<file path="src/rtl/piso_tx.sv">
// 7-bit parallel-in / serial-out transmitter: one-word holding register, START strobe,
// LSB-first data bits held CYCLES_PER_BIT+1 clocks each, then a one-clock DONE pulse.
module piso_tx #(
    parameter int unsigned CYCLES_PER_BIT = 0
) (
    input  logic       clk,
    input  logic       reset_n,
    input  logic [6:0] i_data,
    input  logic       i_valid,
    output logic       o_ready,
    output logic       o_start,
    output logic       o_data_out,
    output logic       o_busy,
    output logic       o_done
);

    localparam int unsigned DATA_W = 7;
    localparam int unsigned CNT_W  = 8;
    localparam int unsigned BIT_W  = 3;

    localparam logic [CNT_W-1:0] CYC_LAST = CNT_W'(CYCLES_PER_BIT);
    localparam logic [BIT_W-1:0] BIT_LAST = BIT_W'(DATA_W - 1);

    // One-hot so that corrupted encodings exist and fall into the default arm.
    typedef enum logic [3:0] {
        IDLE  = 4'b0001,
        START = 4'b0010,
        SHIFT = 4'b0100,
        DONE  = 4'b1000
    } state_t;

    state_t              state;
    logic [DATA_W-1:0]   hold_reg;
    logic                hold_full;
    logic [DATA_W-1:0]   shift_reg;
    logic [CNT_W-1:0]    cyc_cnt;
    logic [BIT_W-1:0]    bit_cnt;
    logic                accept;

    assign o_ready = ~hold_full;
    assign accept  = i_valid & ~hold_full;

    // Outputs are registered alongside the state so they line up with it exactly.
    always_ff @(posedge clk or negedge reset_n) begin
        if (!reset_n) begin
            state      <= IDLE;
            hold_reg   <= '0;
            hold_full  <= 1'b0;
            shift_reg  <= '0;
            cyc_cnt    <= '0;
            bit_cnt    <= '0;
            o_start    <= 1'b0;
            o_data_out <= 1'b0;
            o_busy     <= 1'b0;
            o_done     <= 1'b0;
        end else begin
            if (accept) begin
                hold_reg  <= i_data;
                hold_full <= 1'b1;
            end

            case (state)
                IDLE: begin
                    if (hold_full) begin
                        shift_reg  <= hold_reg;
                        hold_full  <= 1'b0;
                        cyc_cnt    <= '0;
                        bit_cnt    <= '0;
                        state      <= START;
                        o_start    <= 1'b1;
                        o_busy     <= 1'b1;
                        o_data_out <= 1'b0;
                        o_done     <= 1'b0;
                    end
                end

                START: begin
                    if (cyc_cnt == CYC_LAST) begin
                        cyc_cnt    <= '0;
                        state      <= SHIFT;
                        o_start    <= 1'b0;
                        o_data_out <= shift_reg[0];
                    end else begin
                        cyc_cnt <= cyc_cnt + CNT_W'(1);
                    end
                end

                SHIFT: begin
                    if (cyc_cnt == CYC_LAST) begin
                        cyc_cnt   <= '0;
                        shift_reg <= shift_reg >> 1;
                        bit_cnt   <= bit_cnt + BIT_W'(1);
                        if (bit_cnt == BIT_LAST) begin
                            state      <= DONE;
                            o_done     <= 1'b1;
                            o_data_out <= 1'b0;
                        end else begin
                            o_data_out <= shift_reg[1];
                        end
                    end else begin
                        cyc_cnt <= cyc_cnt + CNT_W'(1);
                    end
                end

                DONE: begin
                    state      <= IDLE;
                    o_done     <= 1'b0;
                    o_busy     <= 1'b0;
                    o_data_out <= 1'b0;
                end

                default: begin
                    state      <= IDLE;
                    cyc_cnt    <= '0;
                    bit_cnt    <= '0;
                    o_start    <= 1'b0;
                    o_data_out <= 1'b0;
                    o_busy     <= 1'b0;
                    o_done     <= 1'b0;
                end
            endcase
        end
    end

endmodule

</file>
<file path="config.mk">
export PLATFORM = sky130hd
export DESIGN_NAME = piso_tx
export DESIGN_NICKNAME = d
export VERILOG_FILES = /design/src/rtl/piso_tx.sv
export SDC_FILE = /design/constraint.sdc
export NUM_CORES = 1
export LEC_CHECK = 0
export BUFFER_PORTS_ARGS = -buffer_cell sky130_fd_sc_hd__buf_4
export CORE_MARGIN = 2
export CORE_UTILIZATION = 50
export CTS_BUF_LIST = sky130_fd_sc_hd__clkbuf_8
export CTS_CLUSTER_SIZE = 8
export DETAILED_ROUTE_END_ITERATION = 8
export PLACE_DENSITY_LB_ADDON = 0.2
export SLEW_MARGIN = 20
export SYNTH_ARGS = -nofsm -noshare
export SYNTH_HDL_FRONTEND = slang
export SYNTH_SLANG_ARGS = --single-unit
</file>
<file path="constraint.sdc">
create_clock -name clk -period 3.1 [get_ports clk]
set_input_delay 0.465 -clock clk [delete_from_list [all_inputs] [get_ports clk]]
set_output_delay 0.465 -clock clk [all_outputs]
set_load 0.01 [all_outputs]
</file>
## Word level (Yosys, flattened, before mapping)

Index checks and enable logic that the tools add are counted.

| storage, ports and cells | value |
|---|---|
| flip-flop bits (word level) | 34 |
| input bits | 10 |
| output and inout port bits | 5 |
| word-level logic and storage cells | 70 |

| operators by class | value |
|---|---|
| add/subtract/negate cells | 2 |
| equality and inequality tests | 9 |
| mux-type cells | 29 |
| bitwise operators | 7 |
| reduce and logical (&&, ||, !) cells | 13 |

Operators by type and width:

| cell | count |
|---|---|
| one-hot mux 8 bit (3 select lines) | 1 |
| two-way mux 4 bit | 4 |
| two-way mux 8 bit | 2 |
| two-way mux 7 bit | 2 |
| one-hot mux 7 bit (2 select lines) | 1 |
| one-hot mux 4 bit (3 select lines) | 1 |
| AND reduction 3 bit | 4 |
| two-way mux 1 bit | 11 |
| one-hot mux 1 bit (3 select lines) | 3 |
| one-hot mux 3 bit (3 select lines) | 1 |
| adder 8 x 1 -> 8 bit (second input constant) | 1 |
| zero test 8 bit | 1 |
| != test 2 bit (second input constant) | 4 |
| AND reduction 4 bit | 2 |
| two-way mux 3 bit | 2 |
| inverter 1 bit | 6 |
| OR reduction 2 bit | 3 |
| == test 4 x 1 -> 1 bit (second input constant) | 1 |
| == test 4 x 2 -> 1 bit (second input constant) | 1 |
| == test 4 x 3 -> 1 bit (second input constant) | 1 |
| == test 4 bit (second input constant) | 1 |
| AND reduction 2 bit | 2 |
| adder 3 x 1 -> 3 bit (second input constant) | 1 |
| == test 3 bit (second input constant) | 1 |
| 3 further kinds | 3 |

## Depth between registers and ports, before layout

| depth | value |
|---|---|
| word-level depth | 5 |
| mapped depth | 6 |
| gate-level depth less buffers | 6 |

## Least setup slack after synthesis

No wires, ideal clock.

| timing path | value |
|---|---|
| path kind | register -> register |
| from | reg cyc_cnt[0] |
| to | reg shift_reg[5] |
| library setup time | 0.125 ns |
| data arrival time | 1.734 ns |
| data required time | 2.975 ns |
| slack | 1.241 ns |
| stages on the path, launching flop included | 7 |
| buffers on the path | 0 |
| period minus slack after synthesis | 1.859 ns |
| cells stage by stage | dfrtp_1 -> inv_1 -> ha_1 -> nor4b_2 -> nand3_1 -> a21boi_4 -> mux2_2 |

| between the ends | value |
|---|---|
| word-level cells in the longest chain between the ends | 3 |

RTL lines:

| item | line | source |
|---|---|---|
| start: declaration | 36 | `logic [CNT_W-1:0] cyc_cnt;` |
| start signal: assignment | 84 | `cyc_cnt <= cyc_cnt + CNT_W'(1);` |
| start signal: assignment | 101 | `cyc_cnt <= cyc_cnt + CNT_W'(1);` |
| zero test 8 bit | 89 | `if (cyc_cnt == CYC_LAST) begin` |
| != test 2 bit (no source line) | n/a |  |
| AND reduction 3 bit (no source line) | n/a |  |
| end signal: assignment | 65 | `shift_reg <= hold_reg;` |
| end signal: assignment | 91 | `shift_reg <= shift_reg >> 1;` |
| end: declaration | 35 | `logic [DATA_W-1:0] shift_reg;` |

Every way passes these cells.
A chain may end at the register's enable or synchronous reset.

## Final worst setup path

| timing path | value |
|---|---|
| from | reg state[0] |
| to | reg o_data_out |

| between the ends | value |
|---|---|
| word-level cells in the longest chain between the ends | 3 |
| elaborated cells on any way between the ends | 8 |
| classes of those cells | eq/ne (6); mux (1); reduce/logical (1) |

RTL lines:

| item | line | source |
|---|---|---|
| start: declaration | 32 | `state_t state;` |
| start signal: assignment | 46 | `state <= IDLE;` |
| start signal: assignment | 69 | `state <= START;` |
| start signal: assignment | 80 | `state <= SHIFT;` |
| == test 4 x 2 -> 1 bit, or another cell as far along | 62 | `case (state)` |
| != test 2 bit (no source line) | n/a |  |
| AND reduction 3 bit (no source line) | n/a |  |
| end signal: assignment | 82 | `o_data_out <= shift_reg[0];` |
| end signal: assignment | 98 | `o_data_out <= shift_reg[1];` |
| end: declaration | 12 | `output logic o_data_out,` |

Parallel ways exist; a longest one is shown, timed or not.

==> impl_results.md <==
- Mapped Area: 1830 um2
- Status: finished, final reports clean
- Share of layout cells above drive strength 1: 0.310
- Die ar.: 4160 um2
- Smallest hold slack: ~0.11 ns
- Vias: 1254
- CTS max path bufs: 2
- GR Overflow Total: 0
- Layout Nets: around 180
- Via-to-Cell Ratio: 5.78
- Initial Utilization: 0.536
- Sequential cell area fraction in the yosys report: 0.466
- Cts bufs inserted: 5
- Routed len/inst: 16.0 um
- CP Cell Sequence: or4b_4 -> nor2_1 -> a21o_1 -> mux2_1
- P per Cell Area: 887 nW/um2
- H-Tree Depth: 2
- Logic pwr share: 0.374
- Post-DP HPWL: 2450 um
- First-pass GRT wire length: 6220 um
- Residual DRC: 0
- Clk slew on worst S/H paths: approximately 0.07 ns
- Clock skew: 0.00347 ns
- Hold Path Class: in2async
- Top Layer Used: met4
- Tcrit/Tclk final: 0.670
- Fillers: 279
- Slew HR: 0.509
- RSZ-0062 raised after global routing: no
- Maximum clock frequency: about 0.48 GHz
- CTS Hold Bufs: 0
- Root buf cell: clkbuf_8
- Inst Count DP: 209
- Syn nets: 171
- Routed length on met3: 120 um
- Sink Count: 34
- Final setup violation count: 0
- Vias in the first global route: approximately 1300
- CORE AREA: 3420 um2
- Critical Path RT: between 3 and 4 ns
- DRT iter0 DRCs: 100
- N_diodes: 0
- YS warnings: 0
- Post-synth top flop: dfrtp_1
- GR Util All Layers: 0.198
- Delay of the slowest critical-path stage: between 0.6 and 0.7 ns
- WS Path Type: reg2reg
- Worst slew pin tran: about 0.73 ns
- Switching share of power: 0.334
- Slowest cell on crit path: dfstp_2
- Final ANT Viol Nets: 0
- Fin cells: 217
- Synth-to-layout area growth: 12.1%
- Die X-Extent: 64.5 um
- WL final: 3470 um
- Initial antenna violation count: 0
- Arrival time at the worst endpoint: 2.26 ns
- Die Y: about 64 um
- CTS tree: yes
- Startpoint Class: register
- Post-CTS Setup Inserts: 0
- Drt pass-1 iters: 6
- Fin Setup TNS: 0 ns
- Sequential share of power: 0.404
- Internal power: 1.21 mW
- I/O pin count: 15
- RD Place Congestion: 0.775
- Met1 WL: between 1500 and 2000 um
- Switching pwr: 0.607 mW
- Row count: 21
- Clk pwr share: 0.222
- Post-synth EDFFs: 0
- Async S/R FF share, synth: 1.00
- Maximum vdd drop: 483 uV
- Wire length on met2: approximately 1600 um
- Tot Pwr: 1.82 mW
- Leakage: 0.917 nW
- Synthesized area per cell: 11.7 um2
- Post_cts resized: 0
- Final Hold Vio Count: 0
- Skew-Pair Late Insertion Delay: 0.29 ns
- Port Buffer Count: 14
- Largest register FFs: 8
- Synthesized instance count: between 150 and 200
- Pin count of the biggest net entering global routing: 35
- Unique masters post-synth: 56
- Critical Path Fanout Max: 13
- Fin. max-slew vios: 0
- CP endpoint kind: register
- Max-cap violations: 0
- Post-layout minimum cycle time: 2.08 ns
- Synth Register Bits: 34
==> worst paths after layout <==
check	startpoint	endpoint	slack, ns	depth (start not counted)
min reg2reg	hold_reg[1]	hold_reg[1]	0.51	1
max in group asynchronous	reset_n	state[0]	2.66	1
min	reset_n	cyc_cnt[2]	0.11	1
min in group clk	i_data[6]	hold_reg[6]	0.40	2
max reg2reg	state[0]	o_data_out	1.02	4
max	state[0]	o_data_out	1.02	4
==> critical path, delay by kind of cell (launching register included) <==
kind	cells	cell delay (ns)
AND/OR/NAND/NOR	2	0.79
multiplexers	1	0.34
AO/OA/AOI/OAI	1	0.17
flip-flops	1	0.66
==> layout make-up <==
cell class,count,area (um2),area share
multi-input cells,108,901,0.439
flip-flops and latches,34,852,0.415
repair buffers,14,105,0.0513
clock buffers,5,68.8,0.0336
well taps,46,57.6,0.0281
clock inverters,3,40.0,0.0195
inverters,7,26.3,0.0128
==> per-stage QoR <==
step | instance area (um2) | utilization | worst slack [ns]
3_5_place_dp | 1940 | 0.568 | 1.03
3_3_place_gp | 1940 | 0.568 | 1.09
5_1_grt | 2050 | 0.600 | 0.851
2_1_floorplan | 1830 | - | 1.24
4_1_cts | 2050 | 0.600 | 1.02
6_report | 2050 | 0.600 | 1.02
==> per-layer routing <==
metal,up-vias,global-route usage
met5,-,0
met4,0,0.117
met3,12,0.0382
met2,33,0.316
met1,608,0.251
li1,601,-
==> cells in the final DEF (no fill, tap or decap), drive strengths merged, types with 2 or more instances in the layout <==
master	n
dfrtp	33
mux2	20
buf	14
inv	7
nand3	7
a21oi	7
o21ai	7
nor2	6
nand2	6
nor2b	5
clkbuf	5
nor3	5
ha	4
a31oi	3
or4b	3
mux2i	3
a21o	2
nor4b	2
a22oi	2
nand2b	2
clkinv	2
or4	2
o211ai	2
==> cell usage after synthesis (2+ instances only) <==
| master | count | area [um2] |
|---|---|---|
| a21o_1 | 2 | 15.0 |
| a21oi_1 | 6 | 30.0 |
| a22oi_1 | 2 | 15.0 |
| a31oi_1 | 3 | 18.8 |
| buf_6 | 2 | 22.5 |
| clkbuf_1 | 3 | 11.3 |
| dfrtp_1 | 33 | 826 |
| ha_1 | 4 | 50.1 |
| inv_1 | 7 | 26.3 |
| mux2_1 | 2 | 22.5 |
| mux2_2 | 8 | 90.1 |
| mux2_4 | 10 | 150 |
| mux2i_1 | 2 | 20.0 |
| nand2_1 | 6 | 22.5 |
| nand2b_1 | 2 | 12.5 |
| nand3_1 | 7 | 35.0 |
| nor2_1 | 6 | 22.5 |
| nor2b_1 | 5 | 31.3 |
| nor3_1 | 4 | 20.0 |
| nor4b_2 | 2 | 30.0 |
| o21ai_0 | 5 | 25.0 |
| or4b_4 | 2 | 27.5 |
==> cells by family after synthesis <==
kind of cell	Yosys count	synth area share
simple gates	45	0.157
fa+ha+maj	4	0.0274
compound gates	34	0.137
buf+inv	15	0.0417
flops	34	0.466
mux	23	0.162
xor+xnor	2	0.00958
==> power groups by stage <==
| stage | Clock (mW) | Combinational (mW) | Sequential [mW] |
|---|---|---|---|
| global placement | 0 | 0.667 | 0.726 |
| floorplan | 0 | 0.615 | 0.661 |
| detailed placement | 0 | 0.678 | 0.740 |
| CTS | 0.410 | 0.684 | 0.733 |
| finish | 0.403 | 0.680 | 0.735 |
| global route | 0.429 | 0.747 | 0.758 |
(Power assumes the default switching activity.)
